File: src/rtl/flash_rd_split_pkg.sv
// Shared definitions for the flash read burst splitter: FSM state encoding,
// burst limits and the filler word returned for abandoned beats.
package flash_rd_split_pkg;

    // Longest burst the upstream reader may request, in 32-bit words.
    localparam logic [6:0] MAX_BURST = 7'd64;

    // Word returned for every beat that the flash never delivered.
    localparam logic [31:0] FLUSH_DATA = 32'hFFFF_FFFF;

    // One-hot FSM encoding.
    typedef enum logic [3:0] {
        ST_IDLE  = 4'b0001,
        ST_ISSUE = 4'b0010,
        ST_DRAIN = 4'b0100,
        ST_FLUSH = 4'b1000
    } state_t;

    // A burst length is usable when it is 1..MAX_BURST words.
    function automatic logic burst_len_ok(input logic [6:0] cnt);
        return (cnt != 7'd0) && (cnt <= MAX_BURST);
    endfunction

endpackage

File: src/rtl/flash_rd_burst_split.sv
// Splits an upstream burst read into single-word reads towards the flash
// controller, keeps a bounded number of reads in flight, returns the data in
// order with one cycle of latency, and recovers from a silent flash by
// padding the burst with filler words and discarding late responses.
module flash_rd_burst_split
    import flash_rd_split_pkg::*;
#(
    parameter int unsigned ADDR_WIDTH      = 28,
    parameter int unsigned MAX_OUTSTANDING = 4,
    parameter int unsigned TIMEOUT_CYCLES  = 4096
) (
    input  logic                  clk,
    input  logic                  reset_n,
    input  logic [ADDR_WIDTH-1:0] slv_addr,
    input  logic                  slv_read,
    input  logic [6:0]            slv_burstcnt,
    output logic                  slv_waitreq,
    output logic [31:0]           slv_rddata,
    output logic                  slv_rddvld,
    output logic [ADDR_WIDTH-1:0] mst_addr,
    output logic                  mst_read,
    input  logic                  mst_waitreq,
    input  logic [31:0]           mst_rddata,
    input  logic                  mst_rddvld,
    input  logic                  clr_err,
    output logic [7:0]            status
);

    localparam int unsigned OUT_W = $clog2(MAX_OUTSTANDING + 1);
    localparam int unsigned TO_W  = $clog2(TIMEOUT_CYCLES + 1);

    localparam logic [OUT_W-1:0]      OUT_ZERO  = {OUT_W{1'b0}};
    localparam logic [OUT_W-1:0]      OUT_ONE   = OUT_W'(1'b1);
    localparam logic [OUT_W-1:0]      OUT_MAX   = OUT_W'(MAX_OUTSTANDING);
    localparam logic [TO_W-1:0]       TO_ZERO   = {TO_W{1'b0}};
    localparam logic [TO_W-1:0]       TO_ONE    = TO_W'(1'b1);
    localparam logic [TO_W-1:0]       TO_LAST   = TO_W'(TIMEOUT_CYCLES - 1);
    localparam logic [ADDR_WIDTH-1:0] ADDR_STEP = ADDR_WIDTH'(3'd4);

    state_t                  state_r,        state_s;
    logic [ADDR_WIDTH-1:0]   mst_addr_r,     mst_addr_s;
    logic                    mst_read_r,     mst_read_s;
    logic [6:0]              issue_left_r,   issue_left_s;
    logic [6:0]              beats_left_r,   beats_left_s;
    logic [OUT_W-1:0]        outst_r,        outst_s;
    logic [OUT_W-1:0]        stale_cnt_r,    stale_cnt_s;
    logic [TO_W-1:0]         to_cnt_r,       to_cnt_s;
    logic                    err_timeout_r,  err_timeout_s;
    logic                    err_badburst_r, err_badburst_s;
    logic                    slv_rddvld_r,   slv_rddvld_s;
    logic [31:0]             slv_rddata_r,   slv_rddata_s;

    logic in_idle_s;
    logic active_s;
    logic accept_s;
    logic burst_ok_s;
    logic issue_s;
    logic stale_hit_s;
    logic rsp_s;
    logic timeout_s;

    assign in_idle_s   = (state_r == ST_IDLE);
    assign active_s    = (state_r == ST_ISSUE) || (state_r == ST_DRAIN);
    assign accept_s    = in_idle_s && slv_read;
    assign burst_ok_s  = burst_len_ok(slv_burstcnt);
    assign issue_s     = mst_read_r && !mst_waitreq;
    // Responses that belong to a timed-out burst are swallowed first.
    assign stale_hit_s = mst_rddvld && (stale_cnt_r != OUT_ZERO);
    assign rsp_s       = mst_rddvld && (stale_cnt_r == OUT_ZERO) && active_s && (outst_r != OUT_ZERO);
    // Counter is about to reach the limit with nothing happening on the bus.
    assign timeout_s   = active_s && (outst_r != OUT_ZERO) && !mst_rddvld && !issue_s &&
                         (to_cnt_r == TO_LAST);

    // Next-state selection for the burst sequencer.
    always_comb begin
        state_s = state_r;
        case (state_r)
            ST_IDLE: begin
                if (accept_s && burst_ok_s) begin
                    state_s = ST_ISSUE;
                end else begin
                    state_s = ST_IDLE;
                end
            end
            ST_ISSUE: begin
                if (timeout_s) begin
                    state_s = ST_FLUSH;
                end else if (issue_s && (issue_left_r == 7'd1)) begin
                    state_s = ST_DRAIN;
                end else begin
                    state_s = ST_ISSUE;
                end
            end
            ST_DRAIN: begin
                if (timeout_s) begin
                    state_s = ST_FLUSH;
                end else if (rsp_s && (beats_left_r == 7'd1)) begin
                    state_s = ST_IDLE;
                end else begin
                    state_s = ST_DRAIN;
                end
            end
            ST_FLUSH: begin
                if (beats_left_r == 7'd1) begin
                    state_s = ST_IDLE;
                end else begin
                    state_s = ST_FLUSH;
                end
            end
            default: begin
                state_s = ST_IDLE;
            end
        endcase
    end

    // Next values of counters, address, error flags and returned data.
    always_comb begin
        mst_addr_s     = mst_addr_r;
        issue_left_s   = issue_left_r;
        beats_left_s   = beats_left_r;
        outst_s        = outst_r;
        to_cnt_s       = to_cnt_r;
        stale_cnt_s    = stale_cnt_r;
        err_timeout_s  = err_timeout_r;
        err_badburst_s = err_badburst_r;
        slv_rddvld_s   = 1'b0;
        slv_rddata_s   = slv_rddata_r;
        mst_read_s     = 1'b0;

        if (clr_err) begin
            err_timeout_s  = 1'b0;
            err_badburst_s = 1'b0;
            stale_cnt_s    = OUT_ZERO;
        end else if (stale_hit_s) begin
            stale_cnt_s = stale_cnt_r - OUT_ONE;
        end else begin
            stale_cnt_s = stale_cnt_r;
        end

        case (state_r)
            ST_IDLE: begin
                if (accept_s && burst_ok_s) begin
                    mst_addr_s   = slv_addr;
                    issue_left_s = slv_burstcnt;
                    beats_left_s = slv_burstcnt;
                    outst_s      = OUT_ZERO;
                    to_cnt_s     = TO_ZERO;
                end else if (accept_s) begin
                    err_badburst_s = 1'b1;
                end else begin
                    mst_addr_s = mst_addr_r;
                end
            end
            ST_ISSUE, ST_DRAIN: begin
                if (timeout_s) begin
                    // Whatever is still in flight becomes stale; the rest of
                    // the burst is padded from FLUSH.
                    err_timeout_s = 1'b1;
                    stale_cnt_s   = outst_r;
                    outst_s       = OUT_ZERO;
                    to_cnt_s      = TO_ZERO;
                end else begin
                    if (issue_s) begin
                        mst_addr_s   = mst_addr_r + ADDR_STEP;
                        issue_left_s = issue_left_r - 7'd1;
                    end else begin
                        mst_addr_s   = mst_addr_r;
                    end
                    case ({issue_s, rsp_s})
                        2'b10:   outst_s = outst_r + OUT_ONE;
                        2'b01:   outst_s = outst_r - OUT_ONE;
                        default: outst_s = outst_r;
                    endcase
                    if (rsp_s) begin
                        slv_rddvld_s = 1'b1;
                        slv_rddata_s = mst_rddata;
                        beats_left_s = beats_left_r - 7'd1;
                    end else begin
                        slv_rddvld_s = 1'b0;
                    end
                    if (mst_rddvld || issue_s) begin
                        to_cnt_s = TO_ZERO;
                    end else if (outst_r != OUT_ZERO) begin
                        to_cnt_s = to_cnt_r + TO_ONE;
                    end else begin
                        to_cnt_s = to_cnt_r;
                    end
                end
            end
            ST_FLUSH: begin
                slv_rddvld_s = 1'b1;
                slv_rddata_s = FLUSH_DATA;
                beats_left_s = beats_left_r - 7'd1;
            end
            default: begin
                slv_rddvld_s = 1'b0;
            end
        endcase

        // A stalled read stays on the bus untouched; otherwise issue while
        // there is work left and room in the outstanding window.
        if (timeout_s) begin
            mst_read_s = 1'b0;
        end else if (mst_read_r && mst_waitreq) begin
            mst_read_s = 1'b1;
        end else if ((state_s == ST_ISSUE) && (issue_left_s != 7'd0) && (outst_s < OUT_MAX)) begin
            mst_read_s = 1'b1;
        end else begin
            mst_read_s = 1'b0;
        end
    end

    // FSM state register.
    always_ff @(posedge clk or negedge reset_n) begin
        if (!reset_n) begin
            state_r <= ST_IDLE;
        end else begin
            state_r <= state_s;
        end
    end

    // Datapath, counter and flag registers.
    always_ff @(posedge clk or negedge reset_n) begin
        if (!reset_n) begin
            mst_addr_r     <= {ADDR_WIDTH{1'b0}};
            mst_read_r     <= 1'b0;
            issue_left_r   <= 7'd0;
            beats_left_r   <= 7'd0;
            outst_r        <= OUT_ZERO;
            stale_cnt_r    <= OUT_ZERO;
            to_cnt_r       <= TO_ZERO;
            err_timeout_r  <= 1'b0;
            err_badburst_r <= 1'b0;
            slv_rddvld_r   <= 1'b0;
            slv_rddata_r   <= 32'h0000_0000;
        end else begin
            mst_addr_r     <= mst_addr_s;
            mst_read_r     <= mst_read_s;
            issue_left_r   <= issue_left_s;
            beats_left_r   <= beats_left_s;
            outst_r        <= outst_s;
            stale_cnt_r    <= stale_cnt_s;
            to_cnt_r       <= to_cnt_s;
            err_timeout_r  <= err_timeout_s;
            err_badburst_r <= err_badburst_s;
            slv_rddvld_r   <= slv_rddvld_s;
            slv_rddata_r   <= slv_rddata_s;
        end
    end

    assign slv_waitreq = !in_idle_s;
    assign slv_rddvld  = slv_rddvld_r;
    assign slv_rddata  = slv_rddata_r;
    assign mst_addr    = mst_addr_r;
    assign mst_read    = mst_read_r;
    assign status      = {5'b00000, err_badburst_r, err_timeout_r, !in_idle_s};

endmodule
File: config.mk
export PLATFORM = sky130hd
export DESIGN_NAME = flash_rd_burst_split
export DESIGN_NICKNAME = d
export VERILOG_FILES = /design/src/rtl/flash_rd_split_pkg.sv /design/src/rtl/flash_rd_burst_split.sv
export SDC_FILE = /design/constraint.sdc
export NUM_CORES = 1
export LEC_CHECK = 0
export CELL_PAD_IN_SITES_DETAIL_PLACEMENT = 2
export CELL_PAD_IN_SITES_GLOBAL_PLACEMENT = 2
export CORE_UTILIZATION = 31
export CTS_BUF_LIST = sky130_fd_sc_hd__clkbuf_8
export CTS_CLUSTER_DIAMETER = 100
export CTS_CLUSTER_SIZE = 24
export DETAILED_ROUTE_END_ITERATION = 8
export PLACE_DENSITY_LB_ADDON = 0.1
export SKIP_LAST_GASP = 1
export SLEW_MARGIN = 15
export SYNTH_ARGS = -nofsm -noshare
export SYNTH_HDL_FRONTEND = slang
export SYNTH_SLANG_ARGS = --single-unit
File: constraint.sdc
create_clock -name clk -period 4.6 [get_ports clk]
set_input_delay 0.46 -clock clk [delete_from_list [all_inputs] [get_ports clk]]
set_output_delay 0.46 -clock clk [all_outputs]
set_load 0.05 [all_outputs]
==> results.md <==
* Status: completed
* Dpl ws at around 1.3 ns
* Clock Tree Root: clkbuf_8
* Crit. End Element: flip-flop
* Mapped Avg Cell Area at around 8.5 µm²
* Row count at 47
* Area leader, netlist: dfrtp_1
* Clk_skew at 0.0150 ns
* Mapped cell area at 5370 µm²
* Inst Count DP at about 960
* Final layout net count at between 800 and 900
* WL final at about 19,000 µm
* Sequential-to-total area share from yosys stat at 0.471
* GR Util met1 at 0.272
* PwrDens at ~670 nW/µm²
* Global-route track usage on met3 at 0.0693
* Tightest Pin Transition at ~1.1 ns
* Post-CTS setup buffers at 0
* Initial antenna violation count at 0
* Vias in the first global route at roughly 5,900
* Layout cell share with drive strength beyond 1 at 0.0526
* Peak Freq at 310 MHz
* Critical path startpoint category: flip-flop
* Die Area at 17,800 µm²
* Number of CTS-inserted buffers at 9
* EDFF count, synth at 0
* Area of the multi-input gates at 2620 µm²
* Synth cell types at a little over 60
* CTS tree: built
* RSZ-0062 raised after global routing: no
* Syn. warnings at 0
* Core Region at between 15,000 and 20,000 µm²
* Final period util at 0.702
* Endpoints failing setup at 0
* PostCTS Resize Cnt at 0
* Top-area cell type share of the netlist area at 0.466
* Post-Route Setup TNS at 0 ns
* Ports at around 140
* Global Route met2 Usage at 0.382
* Max-cap viol count at 0
* Final Hold Vio Count at 0
* Top-count cell post-synth: nand2_1
* Worst hold slack at 0.203 ns
* Commonest cells in the netlist: nand2_1 (129), dfrtp_1 (100), o21ai_0 (60)
* DRC Markers at 0
* LEAKAGE at 3.01 nW
* Worst Path Required at approximately 4.9 ns
* Crit path time final at between 3 and 4 ns
* Relative slew margins at 0.252
* Initial Utilization at 0.320
* Die Wd at approximately 130 µm
* Yosys reg bits at a little over 100
* CTS Sinks at approximately 100
* GPL Wtd Cong at between 0.8 and 0.9
* Overall power at roughly 4.8 mW
* Routed len/inst at 19.4 µm
* Area contributors post-synth: dfrtp_1 (47%), nand2_1 (9.0%), o21ai_0 (5.6%)
* Largest net degree at the start of global routing at slightly above 70
* GRT Total Usage at 0.222
* Reg area at 2530 µm²
* HP Class: in2async
* Global route overflow at 0
* Dpl hpwl at approximately 14,000 µm
* Clock buffer depth at 2
* Final worst slack at roughly 1.4 ns
* Async set-reset flop share out of synthesis at 1.00
* Ys flop type: dfrtp_1
* Via count at roughly 5,300
* Iteration-0 DRC Markers at 263
* Fillcell total at about 1,900
* # port buffers at 138
* Detail Route Antenna Nets at 0
* Critical path type: reg2reg
* Die height at 134 µm
* Max VDD drop at between 0.3 and 0.4 mV
* Area added between synthesis and finish at 33.1%
* Drt first pass iters at 4
* GR peak layer: met2
* Antenna Cells at 0
* Crit path max fanout at 9
* Worst skew pair latency at 0.40 ns
* Vias per inst at about 5.4
* Critical path arrival at 3.52 ns
* Worst-path clk slew at 0.11 ns
* Global-route wire length before repair at roughly 31,000 µm
* Cell Count, Final, Fillers Out at a little under 1,000
* H-tree depth at 3
* Max-slew violations at 0
* Hold Buf Count CTS at 0
* Syn Inst Count at between 600 and 700
critical path, stage by stage, from the launching register on:
cell	delay (ns)
dfstp_2	0.59
nor4b_4	0.48
inv_2	0.13
nor3b_4	0.46
a211oi_4	0.16
a221o_1	0.34
a211o_1	0.27
or4_1	0.48
o211a_1	0.22
sequential cells by signal (all words and copies together) (netlist names), 3 cells and up:
name,cells
outst_r,3
slv_rddata,32
stale_cnt_r,3
issue_left_r,7
mst_addr,28
state_r,4
to_cnt_r,13
beats_left_r,7
path summary, 6_finish.rpt:
kind | endpoint | from | depth (start not counted) | slack (ns)
max | mst_read$_DFF_PN0_ | state_r[0]$_DFF_PN1_ | 8 | 1.37
min | beats_left_r[2]$_DFFE_PN0P_ | reset_n | 1 | 0.20
max reg2reg | mst_read$_DFF_PN0_ | state_r[0]$_DFF_PN1_ | 8 | 1.37
min reg2reg | to_cnt_r[12]$_DFFE_PN0P_ | to_cnt_r[12]$_DFFE_PN0P_ | 1 | 0.49
max in group asynchronous | mst_addr[26]$_DFFE_PN0P_ | reset_n | 2 | 3.33
min in group clk | to_cnt_r[12]$_DFFE_PN0P_ | to_cnt_r[12]$_DFFE_PN0P_ | 1 | 0.49
cell families after synthesis:
logic type	Yosys count	synth area share
and+or+nand+nor	284	0.250
xor gates and xnor gates	8	0.0131
other	1	0.000699
buffers and inverters	55	0.0441
muxes	4	0.00816
AOI/OAI and AO/OA	171	0.188
adders and majority gates	10	0.0247
DFF	101	0.471
routing by layer:
layer | vias up | share of wire
li1 | 2458 | -
met1 | 2700 | 0.43
met2 | 107 | 0.50
met3 | 12 | 0.062
met4 | 0 | 0.0070
met5 | - | 0
cells in the final DEF, fill, tap and decap left out, types with 4 or more instances in the layout:
cell	Yosys	final
inv_1	15	16
dfrtp_1	100	100
or3_1	4	4
buf_4	8	8
clkdlybuf4s50_1	0	137
o31ai_1	4	4
a31oi_1	8	8
ha_1	9	9
a21o_1	4	4
and2_1	5	5
nand2b_1	4	4
clkbuf_8	0	9
nand3_1	46	46
nor3_1	13	13
nand2_1	129	129
xor2_1	6	6
nor2_1	40	40
nand4_1	5	5
and3_1	12	12
a2bb2oi_1	4	4
conb_1	1	5
a21oi_1	55	55
nor2b_1	4	4
o21ai_0	60	59
o22ai_1	15	15
report_power, final:
part | switching [mW] | total [mW] | internal [mW]
clock | 0.352 | 0.662 | 0.310
sequential | 0.349 | 1.58 | 1.23
combinational | 1.68 | 2.55 | 0.867
final cells by class:
type | instances | share of cell area
Timing Repair Buffer | 145 | 0.200
Sequential cell | 101 | 0.354
Inverter | 16 | 0.00841
Tap cell | 220 | 0.0386
Clock buffer | 9 | 0.0174
Multi-Input combinational cell | 482 | 0.367
Clock inverter | 7 | 0.0137
through the flow:
stage | cell area (µm²) | util
floorplan | 5380 | -
global placement | 6920 | 0.413
detailed placement | 6920 | 0.413
CTS | 7140 | 0.426
global route | 7140 | 0.426
finish | 7140 | 0.426
Power figures use the tool's default switching activity.
